## config.mk

```make
export PLATFORM = sky130hd
export DESIGN_NAME = digitron_scheduler
export DESIGN_NICKNAME = d
export VERILOG_FILES = /design/src/rtl/digitron_scheduler.sv
export SDC_FILE = /design/constraint.sdc
export NUM_CORES = 1
export LEC_CHECK = 0
export CORE_MARGIN = 2
export CORE_UTILIZATION = 52
export DETAILED_ROUTE_END_ITERATION = 6
export PLACE_DENSITY = 0.94
export SYNTH_ARGS = -nofsm -noshare
export SYNTH_HDL_FRONTEND = slang
export SYNTH_SLANG_ARGS = --single-unit
export TNS_END_PERCENT = 20
```

## constraint.sdc

```tcl
create_clock -name Digi_Sel_clk -period 4.65 [get_ports Digi_Sel_clk]
set_clock_uncertainty 0.15 [all_clocks]
set_input_delay 0.93 -clock Digi_Sel_clk [delete_from_list [all_inputs] [get_ports Digi_Sel_clk]]
set_output_delay 0.93 -clock Digi_Sel_clk [all_outputs]
set_load 0.01 [all_outputs]
```

## src/rtl/digitron_scheduler.sv

```systemverilog
`timescale 1ns/1ps
// ---------------------------------------------------------------------------
// digitron_scheduler
// Shares one 4-digit multiplexed hex display between three requesters.
// In IDLE the display is blank. On a request the round-robin winner is
// granted. Its 16-bit word is snapshotted and scanned out digit by digit.
// It keeps the display for HOLD_FRAMES frame boundaries. At the end of
// the hold the requests are re-arbitrated. If nobody asks, the block
// returns to IDLE.
//
// Ports
//   Digi_Sel_clk    in   system clock
//   Digi_Sel_reset  in   asynchronous active-high reset
//   Sched_req[2:0]  in   display requests, bit i = requester i
//   Sched_data0..2  in   16-bit hex word per requester ([3:0] = rightmost)
//   Sched_gnt[2:0]  out  one-hot display owner, 0 when idle
//   Sched_busy      out  high while a requester owns the display
//   Digi_Sel_xo     out  current digit index
//   Sched_AN[3:0]   out  active-low digit enables
//   Sched_code[3:0] out  nibble to decode for the current digit
// ---------------------------------------------------------------------------
module digitron_scheduler #(
  parameter int SCAN_BITS   = 18,
  parameter int HOLD_FRAMES = 4
) (
  input  logic        Digi_Sel_clk,
  input  logic        Digi_Sel_reset,
  input  logic [2:0]  Sched_req,
  input  logic [15:0] Sched_data0,
  input  logic [15:0] Sched_data1,
  input  logic [15:0] Sched_data2,
  output logic [2:0]  Sched_gnt,
  output logic        Sched_busy,
  output logic [1:0]  Digi_Sel_xo,
  output logic [3:0]  Sched_AN,
  output logic [3:0]  Sched_code
);

  localparam int             CW     = SCAN_BITS + 2;
  localparam logic [3:0]     HOLD_L = 4'(HOLD_FRAMES);
  localparam logic [CW-1:0]  ONE_C  = {{(CW-1){1'b0}}, 1'b1};

  typedef enum logic {
    IDLE = 1'b0,
    SHOW = 1'b1
  } state_t;

  state_t        state_q, state_d;
  logic [CW-1:0] scan_q;
  logic [2:0]    gnt_q, gnt_d;
  logic [1:0]    last_q, last_d;
  logic [15:0]   data_q, data_d;
  logic [3:0]    frames_q, frames_d;

  logic [1:0]    win_s;
  logic [15:0]   win_data_s;
  logic          frame_end_s;
  logic [3:0]    frames_inc_s;
  logic          hold_done_s;

  // Round robin: search starts one past the last owner and wraps modulo 3.
  // The result is only used when req is non-zero.
  function automatic logic [1:0] rr_pick(input logic [1:0] last,
                                         input logic [2:0] req);
    logic [1:0] a, b, c;
    case (last)
      2'd0:    begin a = 2'd1; b = 2'd2; c = 2'd0; end
      2'd1:    begin a = 2'd2; b = 2'd0; c = 2'd1; end
      default: begin a = 2'd0; b = 2'd1; c = 2'd2; end
    endcase
    if (req[a]) begin
      rr_pick = a;
    end else if (req[b]) begin
      rr_pick = b;
    end else begin
      rr_pick = c;
    end
  endfunction

  assign frame_end_s  = &scan_q;
  assign frames_inc_s = (frames_q == 4'hF) ? frames_q : (frames_q + 4'd1);
  assign hold_done_s  = frame_end_s && (frames_inc_s >= HOLD_L);
  assign win_s        = rr_pick(last_q, Sched_req);

  // Winner data select
  always_comb begin
    case (win_s)
      2'd0:    win_data_s = Sched_data0;
      2'd1:    win_data_s = Sched_data1;
      default: win_data_s = Sched_data2;
    endcase
  end

  // Free-running scan counter, runs in every state
  always_ff @(posedge Digi_Sel_clk or posedge Digi_Sel_reset) begin
    if (Digi_Sel_reset) begin
      scan_q <= '0;
    end else begin
      scan_q <= scan_q + ONE_C;
    end
  end

  // Next-state logic: grant from IDLE, count frames, re-arbitrate at end of hold
  always_comb begin
    state_d  = state_q;
    gnt_d    = gnt_q;
    last_d   = last_q;
    data_d   = data_q;
    frames_d = frames_q;
    case (state_q)
      IDLE: begin
        if (Sched_req != 3'b000) begin
          state_d  = SHOW;
          gnt_d    = 3'b001 << win_s;
          last_d   = win_s;
          data_d   = win_data_s;
          frames_d = 4'd0;
        end else begin
          gnt_d = 3'b000;
        end
      end
      SHOW: begin
        if (hold_done_s) begin
          if (Sched_req != 3'b000) begin
            // Back-to-back grant: stay in SHOW with no blank cycle
            gnt_d    = 3'b001 << win_s;
            last_d   = win_s;
            data_d   = win_data_s;
            frames_d = 4'd0;
          end else begin
            state_d  = IDLE;
            gnt_d    = 3'b000;
            frames_d = 4'd0;
          end
        end else if (frame_end_s) begin
          frames_d = frames_inc_s;
        end else begin
          frames_d = frames_q;
        end
      end
      default: begin
        state_d = IDLE;
        gnt_d   = 3'b000;
      end
    endcase
  end

  // Scheduler state registers
  always_ff @(posedge Digi_Sel_clk or posedge Digi_Sel_reset) begin
    if (Digi_Sel_reset) begin
      state_q  <= IDLE;
      gnt_q    <= 3'b000;
      last_q   <= 2'd2;
      data_q   <= 16'h0000;
      frames_q <= 4'd0;
    end else begin
      state_q  <= state_d;
      gnt_q    <= gnt_d;
      last_q   <= last_d;
      data_q   <= data_d;
      frames_q <= frames_d;
    end
  end

  assign Digi_Sel_xo = scan_q[CW-1:SCAN_BITS];
  assign Sched_gnt   = gnt_q;
  assign Sched_busy  = (state_q == SHOW);

  // Digit drive: from registered state and scan counter only
  always_comb begin
    Sched_AN   = 4'b1111;
    Sched_code = 4'h0;
    if (state_q == SHOW) begin
      Sched_AN = ~(4'b0001 << Digi_Sel_xo);
      case (Digi_Sel_xo)
        2'd0:    Sched_code = data_q[3:0];
        2'd1:    Sched_code = data_q[7:4];
        2'd2:    Sched_code = data_q[11:8];
        default: Sched_code = data_q[15:12];
      endcase
    end else begin
      Sched_AN   = 4'b1111;
      Sched_code = 4'h0;
    end
  end

endmodule
```

# After elaboration in Yosys (flattened, before gate mapping)
# Cells that the tools add are included.
[word_totals]
ff_bits = 46
input_bits = 53
output_inout_bits = 14
word_cells = 60
[classes]
add_sub_neg = 2
order_cmp = 3
eq_ne = 8
shift = 2
muxes = 30
bitwise_logic = 2
n_reduce_logical = 7
[op_table]
columns = ["op", "n"]
rows = [
  ["one-hot mux 16 bit (2 select lines)", 2],
  ["2-to-1 mux 16 bit", 2],
  ["2-to-1 mux 4 bit", 6],
  ["adder 20 x 1 -> 20 bit, second input constant", 1],
  ["AND reduction 20 bit", 1],
  ["one-hot mux 2 bit (2 select lines)", 4],
  ["one-hot mux 4 bit (3 select lines)", 1],
  ["2-to-1 mux 2 bit", 4],
  ["one-hot mux 4 bit (2 select lines)", 1],
  ["== test 2 x 1 -> 1 bit, second input constant", 3],
  ["logical NOT 2 bit", 3],
  ["less-than comparator 2 x 3 -> 1 bit, second input constant", 2],
  ["2-to-1 mux 3 bit", 2],
  ["one-hot mux 3 bit (2 select lines)", 1],
  ["adder 4 x 1 -> 4 bit, second input constant", 1],
  ["binary-select mux 1 bit (select 2 bit)", 2],
  ["== test 4 bit, second input constant", 1],
  ["greater-or-equal comparator 4 x 3 -> 1 bit, second input constant", 1],
  ["2-to-1 mux 1 bit", 4],
  ["NOT 4 bit", 1],
  ["left shift 1 x 2 -> 4 bit, first input constant", 1],
  ["inequality test 3 x 1 -> 1 bit, second input constant", 1],
  ["nonzero test 3 bit", 1],
  ["left shift 1 x 2 -> 3 bit, first input constant", 1],
  ["other kinds (7)", 7],
]

# Logic depth before layout (Yosys ltp)
# Gate-level depths: netlist of the first run.
[depth]
word_depth = 11
depth_mapped = 8

# Worst setup path before layout of the first run
# OpenSTA, ideal clock, no wires.
[synth_path]
kind = "reg-to-output"
from = "register scan_q[18]"
to = "output port Sched_code[0]"
t_arrival_ns = 1.429
required_time_ns = 3.570
setup_slack_ns = 2.141
stages_incl_launch_ff = 4
n_path_buf = 1
path_cell_list = "dfrtp_1 clkbuf_1 mux4_2 and2_1"
[synth_via]
elab_chain_len = 3
word_cells_on_any_way = 5
classes_between = "2 x eq/ne; 2 x mux; 1 x reduce/logical"
[synth_rtl]
columns = ["item", "line", "source"]
rows = [
  ["from (decl)", "49", "logic [CW-1:0] scan_q;"],
  ["from (signal assigned)", "99", "scan_q <= scan_q + ONE_C;"],
  ["== test 2 bit (tied with other cells)", "175", "case (Digi_Sel_xo)"],
  ["one-hot mux 4 bit (3 select lines) (*)", "175", ""],
  ["2-to-1 mux 4 bit (*)", "173", "if (state_q == SHOW) begin"],
  ["to (decl)", "36", "output logic [3:0] Sched_code"],
]
# Mark *: on every way between the ends. The rest lies on a longest branch, timed or not.

# Worst setup path in the final report of the first run
[layout_path]
from = "register scan_q[18]"
to = "output port Sched_code[2]"
# Same word-level chain as after synthesis.

==> impl_metrics.yaml, run 1 <==
power_and_ir_drop:
  peakVddDrop_mv: 0.138
  leakage_nw: 1.36
  powerDensity_nw_per_um2: 252
clock_network:
  clock_sinks: 46
  cts_buffers: 5
  path_clk_slew_ps: 80
  clock_path_buffers: 2
  clk_latency_ps: 290
  cts_hold_buf: 0
  cts_tree: "built"
  h-tree-depth: 2
  post_cts_buffers: 0
  cts-resized-gates: 0
  cts-root-buf: "clkbuf_8"
timing:
  hold_viol: 0
  min_period_ps: 3230
  setup_tns_ps: 0
  tightest_slew_ps: 1050
  maxSlewViolCount: 0
  max_freq_ghz: 0.310
  fin_crit_sh: 0.694
  whs_ps: 320
  rsz0062_at_grt: "no"
  finalSetupViolCount: 0
  slew-limit-headroom: 0.299
critical_path:
  worstPathRequired_ps: 3570
  cp_data_arrival_time_ps: 2150
  path_cells: "mux4_2 -> and2_1 -> clkdlybuf4s50_1"
  cp-start-kind: "flip-flop"
  slowest_stage: "dfrtp_1"
  rrSetupSlack_ps: 2160
  reg2regPathDepth: 7
  critical_path.endpoint: "Sched_code[2]"
  critical_path_class: "reg2out"
  crit_path_end_kind: "output pin"
  reg2reg_to: "last_q[0]$_DFFE_PP0P_"
  worstPathMaxFanout: 12
  critPathMaxStageDelay_ps: 650
  rr_startpoint: "scan_q[0]$_DFF_PP0_"
  critPathLaunch: "scan_q[18]$_DFF_PP0_"
run:
  drv_cap: 0
grt:
  first_global_vias: 1970
  grt_pass1_wl_um: 9030
  grt_max_degree: 47
  antenna_found_initial: 0
  globalRouteTotalUtil: 0.216
  grt_overflow: 0
logic_synthesis:
  ys_seq_area_frac: 0.468
  ys_warn_count: 0
  ys_top_cells_by_area: "dfrtp_1, a222oi_1, a22oi_2"
  netlist_area_um2: 2460
  ys_types: 52
  syn_inst: 212
  ys_ff_latch: 46
  avgSynthCellArea_um2: 11.6
  synth_top_cell_area_share: 0.457
  synth.net_count: 267
  synth_top_area_cell: "dfrtp_1"
final_layout:
  mostFrequentLayoutCell: "clkdlybuf4s50_1"
  postLayoutCellArea_um2: 3210
  drive_above_1_share: 0.147
  syn_to_final_growth_pct: 30.2
  diodes: 0
  nets: 332
  final_cell_mix: "clkdlybuf4s50_1, dfrtp_1, nor2_1, a222oi_1, xnor2_1"
drt:
  drc_errors: 0
  wl_met1_um: 2270
  vias_per_cell: 5.94
  dr.max_layer_used: "met4"
  dr_wl_met3_um: 327
  routedWlPerCell_um: 16.4
  wl_met2_um: 2770
  vias: 1973
  drt_iter0_markers: 188
  ant_nets: 0
  wl_um: 5460
  dr.pass1.iters: 7
placed_design:
  io_buffer_count: 66
  gp_congestion: 0.823
  place_area_um2: 3120
  place_hpwl_um: 3990
floorplanning:
  ios: 67
  initial_utilization: 0.532
  rows: 25
  die_w_um: 72.8
  fp.coreArea_um2: 4630
  die-area_um2: 5300
  dieHeight_um: 72.8
status:
  status: "complete, no violations"
min_path:
  hp-class: "reg2reg"
## registers in the layout, summed over array words and instances, names as in the netlist
name        flops
scan_q         20
frames_q        4
last_q          2
Sched_gnt       3
data_q         16
Sched_busy      1
## critical path: cells and delay by family, from the launching register on
| kind | cells | cell delay, ps |
|---|---|---|
| simple gates | 1 | 170 |
| flops | 1 | 650 |
| mux | 1 | 560 |
| buf+inv | 1 | 470 |
## cells by family after synthesis
| family | Yosys count | synth area share |
|---|---|---|
| compound gates | 49 | 0.183 |
| xor+xnor | 18 | 0.0640 |
| fa+ha+maj | 2 | 0.0102 |
| buf+inv | 19 | 0.0584 |
| flops | 46 | 0.468 |
| mux | 7 | 0.0498 |
| simple gates | 71 | 0.167 |
## where the power goes
| group | leakage, nW | internal (W) | switching (W) |
|---|---|---|---|
| clock | 0.0482 | 0.000120 | 0.000123 |
| combinational | 0.744 | 0.0000824 | 0.0000561 |
| sequential | 0.563 | 0.000416 | 0.0000102 |
| total | 1.35 | 0.000619 | 0.000190 |
## cell usage after synthesis, drive strengths merged
cell type,count
a222oi,16
nand4,7
a21boi,2
nand3,6
nand3b,2
and2,5
and3,1
nand2b,1
a211oi,2
a22o,2
xor2,4
or3b,2
dfrtp,45
or3,1
nor4,1
dlygate4sd1,2
buf,7
o41ai,1
ha,2
o32ai,1
nand2,10
and4,4
dfstp,1
o21ai,5
nor2,24
a21oi,2
mux2i,1
nor3,2
dlymetal6s2s,1
clkbuf,3
nor3b,1
xnor2,14
a22oi,16
nor2b,4
mux2,2
a21o,1
mux4,4
o211ai,1
inv,6
## metal layers
layer | track usage | up-vias
met4 | 0.0658 | 0
met1 | 0.274 | 966
met5 | 0 | -
met3 | 0.0552 | 8
met2 | 0.367 | 59
li1 | - | 940
## worst min path at each step
stage / startpoint / to / slack (ps) / cells after the start
finish: scan_q[0]$_DFF_PP0_ / scan_q[0]$_DFF_PP0_ / 320 / 1
global route: scan_q[0]$_DFF_PP0_ / scan_q[0]$_DFF_PP0_ / 360 / 1
CTS: scan_q[0]$_DFF_PP0_ / scan_q[0]$_DFF_PP0_ / 330 / 1
detailed placement: scan_q[0]$_DFF_PP0_ / scan_q[0]$_DFF_PP0_ / 320 / 1
global placement: scan_q[0]$_DFF_PP0_ / scan_q[0]$_DFF_PP0_ / 300 / 1
floorplan: scan_q[0]$_DFF_PP0_ / scan_q[0]$_DFF_PP0_ / 290 / 1
## through the flow
step           worst slack (ps)  std cells  power [W]  utilization
4_1_cts                    1390        332   0.000817        0.693
2_1_floorplan              2140        212   0.000499            -
5_1_grt                    1320        332   0.000846        0.693
3_3_place_gp               1680        324   0.000569        0.673
3_5_place_dp               1610        324   0.000573        0.673
6_report                   1420        332   0.000808        0.693
## area by class of cell
class,instances,area (um^2)
fillers,343,1420
multi-input cells,147,1170
flip-flops and latches,46,1150
repair buffers,71,698
clock buffers,7,86.3
well taps,54,67.6
inverters,6,22.5
clock inverters,1,5.00
Power figures use the tool's default switching activity.
==> run 2, diff against run 1 <==
--- a/config.mk
+++ b/config.mk
@@ -6,9 +6,9 @@
 export NUM_CORES = 1
 export LEC_CHECK = 0
 export CORE_MARGIN = 2
-export CORE_UTILIZATION = 52
+export CORE_UTILIZATION = 48
 export DETAILED_ROUTE_END_ITERATION = 6
-export PLACE_DENSITY = 0.94
+export PLACE_DENSITY = 0.89
 export SYNTH_ARGS = -nofsm -noshare
 export SYNTH_HDL_FRONTEND = slang
 export SYNTH_SLANG_ARGS = --single-unit
==> constraint.sdc (replaced) <==
create_clock -name Digi_Sel_clk -period 3.1 [get_ports Digi_Sel_clk]
set_clock_uncertainty 0.15 [all_clocks]
set_input_delay 0.62 -clock Digi_Sel_clk [delete_from_list [all_inputs] [get_ports Digi_Sel_clk]]
set_output_delay 0.62 -clock Digi_Sel_clk [all_outputs]
set_load 0.01 [all_outputs]
==> impl_metrics.yaml, run 2 (synthesis results as in run 1) <==
final_layout:
  drive_above_1_share: 0.147
  top_regs: "scan_q: 20 flops, data_q: 16 flops, frames_q: 4 flops"
  syn_to_final_growth_pct: 31.0
  fin_util: 0.640
  final_cell_mix: "clkdlybuf4s50_1, dfrtp_1, nor2_1, a222oi_1, xnor2_1"
  nets: 334
  top_register: "scan_q"
  largest_reg_flops: 20
  mostFrequentLayoutCell: "clkdlybuf4s50_1"
  diodes: 0
timing:
  setup_tns_ps: 0
  hold_viol: 0
  slew-limit-headroom: 0.0724
  maxSlewViolCount: 0
  max_freq_ghz: 0.340
  tightest_slew_ps: 1380
  fin_crit_sh: 0.948
  rsz0062_at_grt: "no"
  min_period_ps: 2940
  finalSetupViolCount: 0
power_and_ir_drop:
  power.share.clock: 0.291
  p_int_w: 0.000903
  combPwrFrac: 0.174
  finalPower_w: 0.00120
  power_frac_seq: 0.536
  p_sw_w: 0.000295
  p_sw_frac: 0.246
  powerDensity_nw_per_um2: 371
  leakage_nw: 1.35
  peakVddDrop_mv: 0.265
placed_design:
  io_buffer_count: 66
  place_hpwl_um: 4310
  gp_congestion: 0.846
min_path:
  hp-class: "reg2reg"
  hold_end: "scan_q[0]$_DFF_PP0_"
  holdPathStages: 1
  min-delay-start: "scan_q[0]$_DFF_PP0_"
drt:
  dr_wl_met3_um: 375
  wl_met2_um: 2900
  wl_met1_um: 2410
  vias_per_cell: 5.87
  dr.max_layer_used: "met4"
  routedWlPerCell_um: 16.7
  vias: 2048
  drt_iter0_markers: 207
  drc_errors: 0
  ant_nets: 0
  dr.pass1.iters: 7
  wl_um: 5840
clock_network:
  cts_tree: "built"
  cts-resized-gates: 0
  cts-root-buf: "clkbuf_8"
  cts_hold_buf: 0
  cts_buffers: 5
  post_cts_buffers: 0
  clock_sinks: 46
  h-tree-depth: 2
  clk_latency_ps: 300
  clock_path_buffers: 2
  path_clk_slew_ps: 80
floorplanning:
  initial_utilization: 0.489
  die-area_um2: 5720
  fp.coreArea_um2: 5040
  dieHeight_um: 75.6
  ios: 67
  rows: 26
  die_w_um: 75.6
status:
  status: "complete, no violations"
grt:
  grt_pass1_wl_um: 9540
  first_global_vias: 1980
  globalRouteTotalUtil: 0.222
  antenna_found_initial: 0
  grt_overflow: 0
  grt_max_degree: 27
critical_path:
  cp-start-kind: "flip-flop"
  crit_path_end_kind: "output pin"
  worstPathMaxFanout: 12
  reg2reg_to: "data_q[12]$_DFFE_PP0P_"
  critical_path_class: "reg2out"
  rrSetupSlack_ps: 590
  reg2regPathDepth: 7
  cp_data_arrival_time_ps: 2170
  worstPathRequired_ps: 2330
  rr_startpoint: "scan_q[0]$_DFF_PP0_"
run:
  drv_cap: 0
[run 2: changes by cell type in the layout (fill, tap and decap cells not counted), sizes merged]
| cell | previous run | this run |
|---|---|---|
| buf | 5 | 7 |
| clkinv | 2 | 1 |
[run 2: power by group through the flow]
stage	clock (W)	sequential, W	combinational (W)
after global placement	0	0.000652	0.000201
after detailed placement	0	0.000653	0.000207
after floorplan	0	0.000647	0.000102
after CTS	0.000359	0.000641	0.000208
final	0.000348	0.000641	0.000208
after global routing	0.000374	0.000643	0.000225
[run 2: critical path, stage by stage (launching register included)]
cell	delay, ps
dfrtp_1	640
mux4_2	570
and2_1	180
clkdlybuf4s50_1	480
[run 2: through the flow]
stage          setup WS [ps]  instance area (um^2)  hold WS (ps)  std cells
3_5_place_dp           -76.0                  3150           322        342
3_3_place_gp           -17.5                  3150           307        342
6_report                 160                  3230           327        349
2_1_floorplan            847                  2460           287        212
5_1_grt                 37.4                  3230           347        349
4_1_cts                  147                  3230           334        349
[run 2: final cells by class]
type	instances	area, um^2
timing repair buffer	73	713
inverter	6	22.5
fill	392	1820
tap	70	87.6
multi-input combinational	147	1170
sequential	46	1150
clock buffer	7	76.3
[run 2: worst max path at each step]
stage,from,endpoint,slack [ps],cells after the start
2_1_floorplan,scan_q[0]$_DFF_PP0_,last_q[0]$_DFFE_PP0P_,850,7
3_3_place_gp,Sched_req[1],data_q[15]$_DFFE_PP0P_,-20,6
3_5_place_dp,Sched_req[1],data_q[2]$_DFFE_PP0P_,-80,6
4_1_cts,scan_q[18]$_DFF_PP0_,Sched_code[3],150,3
5_1_grt,Sched_req[2],data_q[4]$_DFFE_PP0P_,40,6
6_report,scan_q[18]$_DFF_PP0_,Sched_code[3],160,3
[run 2: routing by layer]
layer,vias up,track usage
met5,-,0
met4,0,0.0760
met3,17,0.0331
met2,94,0.375
met1,999,0.293
li1,938,-
